==> src/rtl/fpu_ctl_pkg.sv <==
// fpu_ctl_pkg: shared opcodes, integer-destination funct5 codes and sequencer state encoding
package fpu_ctl_pkg;
    localparam logic [6:0] OPC_OP_FP  = 7'b1010011;
    localparam logic [6:0] OPC_FMADD  = 7'b1000011;
    localparam logic [6:0] OPC_FMSUB  = 7'b1000111;
    localparam logic [6:0] OPC_FNMSUB = 7'b1001011;
    localparam logic [6:0] OPC_FNMADD = 7'b1001111;
    // OP-FP groups whose result lands in the integer register file
    localparam logic [4:0] F5_CMP     = 5'b10100;
    localparam logic [4:0] F5_CVT_INT = 5'b11000;
    localparam logic [4:0] F5_MV_X    = 5'b11100;
    typedef enum logic {
        IDLE = 1'b0,
        WAIT = 1'b1
    } state_e;
endpackage

==> src/rtl/fpu_inst_classify.sv <==
// fpu_inst_classify: decodes an instruction word into FP/scalar class and register fields
module fpu_inst_classify
    import fpu_ctl_pkg::*;
(
    input  logic [31:0] inst,
    output logic        is_fp,
    output logic        wr_int,
    output logic [4:0]  rd,
    output logic [4:0]  rs1,
    output logic [4:0]  rs2
);
    logic [6:0] opc;
    logic [4:0] f5;
    assign opc    = inst[6:0];
    assign f5     = inst[31:27];
    assign is_fp  = opc inside {OPC_OP_FP, OPC_FMADD, OPC_FMSUB, OPC_FNMSUB, OPC_FNMADD};
    assign wr_int = (opc == OPC_OP_FP) && (f5 inside {F5_CMP, F5_CVT_INT, F5_MV_X});
    assign rd     = inst[11:7];
    assign rs1    = inst[19:15];
    assign rs2    = inst[24:20];
endmodule

==> src/rtl/fpu_issue_ctl.sv <==
// fpu_issue_ctl: single-issue sequencer holding one FP op in flight while scalar ops bypass it
module fpu_issue_ctl
    import fpu_ctl_pkg::*;
#(
    parameter int TIMEOUT_CYCLES = 64,
    parameter int CNT_W          = 16
) (
    input  logic             clk,
    input  logic             rst_l,
    input  logic             inst_valid,
    input  logic [31:0]      inst,
    output logic             inst_ready,
    input  logic             halt_req,
    output logic             fpu_issue,
    output logic [31:0]      fpu_inst,
    input  logic             fpu_complete,
    output logic             scalar_issue,
    output logic [31:0]      scalar_inst,
    output logic             busy,
    output logic             stall_scalar,
    output logic             timeout_err,
    input  logic             clr_err,
    output logic [CNT_W-1:0] retire_cnt
);
    localparam int TW = $clog2(TIMEOUT_CYCLES);

    state_e           state_q, state_d;
    logic [TW-1:0]    tmo_q, tmo_d;
    logic             fpu_issue_q, fpu_issue_d;
    logic             scalar_issue_q, scalar_issue_d;
    logic [31:0]      fpu_inst_q, fpu_inst_d;
    logic [31:0]      scalar_inst_q, scalar_inst_d;
    logic             pend_wr_q, pend_wr_d;
    logic [4:0]       pend_rd_q, pend_rd_d;
    logic             err_q, err_d;
    logic [CNT_W-1:0] cnt_q, cnt_d;

    logic       c_is_fp, c_wr_int;
    logic [4:0] c_rd, c_rs1, c_rs2;
    logic       hazard, accept, tmo_hit;

    fpu_inst_classify u_cls (
        .inst   (inst),
        .is_fp  (c_is_fp),
        .wr_int (c_wr_int),
        .rd     (c_rd),
        .rs1    (c_rs1),
        .rs2    (c_rs2)
    );

    assign busy         = (state_q == WAIT);
    assign stall_scalar = busy & ~fpu_complete;
    assign fpu_issue    = fpu_issue_q;
    assign scalar_issue = scalar_issue_q;
    assign fpu_inst     = fpu_inst_q;
    assign scalar_inst  = scalar_inst_q;
    assign timeout_err  = err_q;
    assign retire_cnt   = cnt_q;

    // Acceptance, hazard check, timeout watchdog and retire bookkeeping
    always_comb begin
        state_d        = state_q;
        tmo_d          = tmo_q;
        fpu_issue_d    = 1'b0;
        scalar_issue_d = 1'b0;
        fpu_inst_d     = fpu_inst_q;
        scalar_inst_d  = scalar_inst_q;
        pend_wr_d      = pend_wr_q;
        pend_rd_d      = pend_rd_q;
        err_d          = err_q & ~clr_err;
        cnt_d          = cnt_q;
        // a completing op has its result ready this cycle, so it no longer blocks readers
        hazard     = stall_scalar & pend_wr_q & (pend_rd_q != 5'd0) &
                     ((c_rs1 == pend_rd_q) | (c_rs2 == pend_rd_q) | (c_rd == pend_rd_q));
        inst_ready = ~halt_req & (busy ? (c_is_fp ? fpu_complete : ~hazard) : 1'b1);
        accept     = inst_valid & inst_ready;
        tmo_hit    = stall_scalar & (tmo_q == TW'(TIMEOUT_CYCLES - 1));
        if (busy) begin
            if (fpu_complete) begin
                state_d = IDLE;
                cnt_d   = cnt_q + CNT_W'(1);
            end else if (tmo_hit) begin
                state_d = IDLE;
                err_d   = 1'b1;
            end else begin
                tmo_d = tmo_q + TW'(1);
            end
        end
        if (accept & c_is_fp) begin
            state_d     = WAIT;
            tmo_d       = '0;
            fpu_issue_d = 1'b1;
            fpu_inst_d  = inst;
            pend_wr_d   = c_wr_int;
            pend_rd_d   = c_rd;
        end
        if (accept & ~c_is_fp) begin
            scalar_issue_d = 1'b1;
            scalar_inst_d  = inst;
        end
    end

    // State and output registers; reset drops any in-flight op
    always_ff @(posedge clk or negedge rst_l) begin
        if (!rst_l) begin
            state_q        <= IDLE;
            tmo_q          <= '0;
            fpu_issue_q    <= 1'b0;
            scalar_issue_q <= 1'b0;
            fpu_inst_q     <= '0;
            scalar_inst_q  <= '0;
            pend_wr_q      <= 1'b0;
            pend_rd_q      <= '0;
            err_q          <= 1'b0;
            cnt_q          <= '0;
        end else begin
            state_q        <= state_d;
            tmo_q          <= tmo_d;
            fpu_issue_q    <= fpu_issue_d;
            scalar_issue_q <= scalar_issue_d;
            fpu_inst_q     <= fpu_inst_d;
            scalar_inst_q  <= scalar_inst_d;
            pend_wr_q      <= pend_wr_d;
            pend_rd_q      <= pend_rd_d;
            err_q          <= err_d;
            cnt_q          <= cnt_d;
        end
    end
endmodule

==> config.mk <==
export PLATFORM = sky130hd
export DESIGN_NAME = fpu_issue_ctl
export DESIGN_NICKNAME = d
export VERILOG_FILES = /design/src/rtl/fpu_ctl_pkg.sv /design/src/rtl/fpu_inst_classify.sv /design/src/rtl/fpu_issue_ctl.sv
export SDC_FILE = /design/constraint.sdc
export NUM_CORES = 1
export LEC_CHECK = 0
export ABC_CLOCK_PERIOD_IN_PS = 2200
export CORE_MARGIN = 2
export CORE_UTILIZATION = 43
export CTS_BUF_LIST = sky130_fd_sc_hd__clkbuf_8
export DETAILED_ROUTE_END_ITERATION = 10
export PLACE_DENSITY = 0.79
export SLEW_MARGIN = 20
export SYNTH_ARGS = -nofsm -noshare
export SYNTH_HDL_FRONTEND = slang
export SYNTH_SLANG_ARGS = --single-unit
==> constraint.sdc <==
create_clock -name clk -period 2.2 [get_ports clk]
set_input_delay 0.55 -clock clk [delete_from_list [all_inputs] [get_ports clk]]
set_output_delay 0.55 -clock clk [all_outputs]
set_load 0.05 [all_outputs]
Word-level counts from Yosys, hierarchy flattened
Index checks and enable logic that the tools add are counted.
Widths: inputs -> output; s select.
{"block": "totals", "input_bits": 38, "regBits": 96, "wordCells": 65}
{"block": "classes", "mux": 15, "bitwise_logic": 17, "n_reduce_logical": 7, "n_eq_ne": 14, "add_sub_neg": 2}
{"op": "$eq 7x7->1 const B", "count": 5}
{"op": "$mux 6", "count": 4}
{"op": "$add 16x1->16 const B", "count": 1}
{"op": "$eq 5x5->1", "count": 3}
{"op": "$eq 5x5->1 const B", "count": 3}
{"op": "$mux 1", "count": 11}
{"op": "$and 1x1->1", "count": 10}
{"op": "$reduce_bool 5->1", "count": 2}
{"op": "$add 6x1->6 const B", "count": 1}
{"op": "$eq 6x6->1 const B", "count": 1}
{"op": "$not 1->1", "count": 5}
{"op": "$ne 2x1->1 const B", "count": 2}
{"op": "$reduce_and 3->1", "count": 1}
{"op": "$reduce_bool 3->1", "count": 1}
{"op": "$or 1x1->1", "count": 2}
{"op": "$reduce_and 2->1", "count": 1}
{"op": "$reduce_bool 2->1", "count": 1}
{"op": "$logic_and 1x1->1", "count": 1}

Logic depth before layout (Yosys ltp)
{"block": "logic_depth", "word_depth": 13, "mapped_depth": 8, "depth_no_buf": 6}

By module
From an unflattened synthesis, not the netlist that was laid out.
{"block": "hier_totals", "cells_unflattened": 482, "area_unflattened_um2": 5058.6}
{"module": "fpu_issue_ctl", "n_inst": 1, "cells_per_inst": 461, "area_per_inst_um2": 4895.9, "seq_area_each_um2": 2402.3}
{"module": "fpu_inst_classify", "n_inst": 1, "cells_per_inst": 21, "area_per_inst_um2": 162.7, "seq_area_each_um2": 0.0}

Least setup slack after synthesis
Ideal clock, no wire load.
{"block": "synth_timing", "kind": "register to output", "from": "register fpu_inst[8] (netlist name)", "to": "output port inst_ready", "path_stages_with_launch": 5, "arrival_time_ps": 2195, "path_slack_ps": -545, "n_path_buf": 0, "path_cell_list": "dfrtp_1 or4_1 o21ai_1 a21oi_1 o2bb2ai_1"}
{"element": "end, declared", "line_no": "fpu_issue_ctl.sv:12", "text": "output logic inst_ready,"}

==> results.md <==
- Outcome: complete, but fails checks
- Failing checks: setup timing
- Crit-path max FO: 3
- CTS Hold Bufs: 0
- Main flop type after synthesis: dfrtp_1
- Total power: 5150 µW
- Final GP Congestion: 0.807
- Required @ worst endpoint: 1650 ps
- Non-Filler Instances: 623
- Max-Cap Viols: 0
- Crit-path slowest cell: dfrtp_2
- Min cycle time layout: between 2000 and 3000 ps
- H-Tree Depth: 3
- First-pass iteration count of the detailed router: 4
- Setup crit start: fpu_inst[10]$_DFFE_PN0P_
- Seq/Total Area, Yosys: 58.2%
- Routed WL: 10,600 µm
- Clock Tree Buf Depth: 2
- First-pass GRT wire length: between 15,000 and 20,000 µm
- Die ar.: 9870 µm²
- Fmax: 0.395 GHz
- Fin nets: 551
- Area growth from synthesis to layout: 57.0%
- Avg Cell Area, Syn: between 10 and 15 µm²
- Initial Util: between 40% and 50%
- Input/output buffers: 123
- Die height: 99.4 µm
- Clock Root Buffer: clkbuf_8
- Worst min path class: primary input to async pin
- Crit path to: inst_ready
- Dpl ws: -410 ps
- RSZ-0062 raised after global routing: true
- Largest net degree at the start of global routing: 42
- Clock tree sinks: 91
- Post-synthesis adder-cell area fraction: 0.640%
- Data arrival, critical path: between 1500 and 2000 ps
- Vias in the first global route: 3,362
- Final setup fails: 33
- DR DRC count: 0
- Type of destination of the critical path: output port
- Most frequent CP cell: buf_4
- Period utilization: 115%
- Placed cell area: about 5600 µm²
- Main combinational cell family by area after synthesis: simple AND/OR/NAND/NOR gates
- Critical path class: flip-flop to output port
- Critical Path, Cell by Cell: buf_4, xnor2_1, nand3_2, nor3_4, nor3_2, buf_4, o2bb2ai_4, buf_12
- Register-to-Register Setup Slack: -220 ps
- PwrDens: between 800 and 900 nW/µm²
- Total grt overflow: 0
- Rows: 34
- Slew margin rel.: 63.1%
- Slew Viols, Final: 0
- Simple-gate share of the synthesized area: 16.0%
- Synth Area in XOR/XNOR: between 7 and 8%
- Area leader, netlist: dfrtp_1
- Skew final: between 8 and 9 ps
- Routed Antenna Nets: 0
- Initial DRC Count: 103
- # diodes: 0
- Largest stage delay on the critical path: approximately 430 ps
- Post-synthesis compound-gate area fraction: 2.69%
- Die Wd: 99.4 µm
- Syn. warnings: 0
- DR top layer: met4
- Post-synth ARST share: between 90% and 100%
- Clock latency on the worst-skew pair: 350 ps
- Total GRT Usage: 22.5%
- Reg2Reg Launch Point: fpu_inst[8]$_DFFE_PN0P_
- Clock slew at reported path FFs: 90 ps
- Synthesized cell area: 3910 µm²
- FF+latch count, synth: 91
- CTS Buf Count: 9
- Capturing point of the worst reg2reg path: scalar_inst[24]$_DFFE_PN0P_
- CTS tree: done
- Vias per cell: about 5
- Core box area: 8760 µm²
- Synth unique cells: 37
- Least-Margin Pin Slew: 551 ps
- Syn nets: 370
- Synth top area cells: dfrtp_1 58%, mux2_4 11%, nand2_1 9.2%
- Worst setup margin: -332 ps
- Synth top area share: about three fifths
- Layout cells sized above 1: between 20% and 30%
- # IOs: 124
- Final hold vios: 0
- Startpoint Class: flip-flop
- Initial antenna violation count: 0
- Number of flops mapped to enable cells by yosys: 0
- Placed cell count: 591
- Drt wl/cell: between 15 and 20 µm
- Via Count: 3,137
- Reg2reg path depth: 9
- Mux contribution to synthesized area: 12.5%
- Met3 Wirelength: around 550 µm
- Wl on met1: 4430 µm
- Leakage power: 0.00304 µW
- Worst ir drop on vdd: between 0.0004 and 0.0005 V
- Design area: just over 6000 µm²
- Post-Syn Instances: 330
- DPL Wire Length: approximately 7400 µm
- Met2 WL: 5330 µm
==> area by class of cell <==
type	instances	area, µm²
clock buffers	10	138
inverters	5	22.5
clock inverters	5	77.6
repair buffers	180	1800
fillers	633	2620
well taps	108	135
multi-input cells	224	1680
flip-flops and latches	91	2280
==> sequential cells by signal, indices dropped and copies added, names as in the netlist <==
register / cells
fpu_inst: 32
scalar_inst: 32
retire_cnt: 16
tmo_q: 6
busy: 1
fpu_issue: 1
pend_wr_q: 1
scalar_issue: 1
timeout_err: 1
==> worst max-delay path, delay by kind of cell (launching register included) <==
kind	cells	cell delay (ps)
DFF	1	430
buffers and inverters	3	450
AOI/OAI and AO/OA	1	110
xor gates and xnor gates	1	220
and+or+nand+nor	3	400
==> stage by stage <==
step / utilization (%) / hold slack (ps) / TNS [ps]
2_1_floorplan: - / 254 / -21.6
3_3_place_gp: 63.8 / 448 / -16360
3_5_place_dp: 63.8 / 462 / -18790
4_1_cts: 69.1 / 138 / -3580
5_1_grt: 70.1 / 141 / -7030
6_report: 70.1 / 128 / -5180
==> power breakdown <==
part,internal (µW),switching (µW)
clock,664,590
sequential,1880,155
combinational,760,1100
total,3300,1850
==> kinds of logic after synthesis <==
family                   after synthesis
AO/OA/AOI/OAI                         11
adder cells (fa/ha/maj)                2
buffers and inverters                 15
multiplexers                          34
XOR/XNOR                              35
flip-flops                            91
AND/OR/NAND/NOR                      142
==> repair_timing <==
action,CTS,global route
gates resized for setup,38,13
endpoints found under the setup margin,29,41
pin swaps,16,5
buffers inserted,12,3
gates cloned,4,0
==> synth_stat cells, types with 2 or more instances <==
library cell,instances
buf_2,3
nand3_2,2
ha_1,2
nand3_1,10
and3_1,4
dfrtp_1,91
and4_1,2
buf_6,3
mux2_2,4
o21ai_0,3
nand2b_1,3
nor2_1,11
mux2_4,29
xor2_1,11
o2111ai_1,2
inv_1,4
clkbuf_1,4
nor3_1,3
nand4_1,3
nand2_1,96
xnor2_1,24
==> worst min path at each step <==
stage                                       start                          to  slack [ps]  cells past startpoint
after floorplan                             rst_l              busy$_DFF_PN0_         250                      0
after global placement    fpu_inst[1]$_DFFE_PN0P_     fpu_inst[1]$_DFFE_PN0P_         450                      1
after detailed placement  fpu_inst[6]$_DFFE_PN0P_     fpu_inst[6]$_DFFE_PN0P_         460                      1
after CTS                                   rst_l  scalar_inst[9]$_DFFE_PN0P_         140                      1
after global routing                        rst_l  scalar_inst[9]$_DFFE_PN0P_         140                      1
final                                       rst_l  scalar_inst[9]$_DFFE_PN0P_         130                      1
==> layout by cell type, fill, tap and decap left out, types with 3 or more instances in the layout <==
cell type	n
dfrtp_1	85
inv_1	4
buf_16	3
nand2_1	96
xnor2_1	21
buf_12	6
xor2_1	10
mux2_4	32
nand4_1	3
nand3_1	9
and3_1	4
buf_4	47
clkdlybuf4s50_1	94
dlymetal6s2s_1	7
nand3_2	3
buf_6	6
nand2b_1	3
nor2_1	11
o21ai_0	3
clkbuf_8	10
dfrtp_2	6
dlygate4sd2_1	17
==> per-layer routing <==
layer | vias to the layer above | global-route usage [%]
li1 | 1450 | -
met1 | 1563 | 28.8
met2 | 101 | 37.7
met3 | 23 | 4.99
met4 | 0 | 8.43
met5 | - | 0
Power figures use the tool's default switching activity.
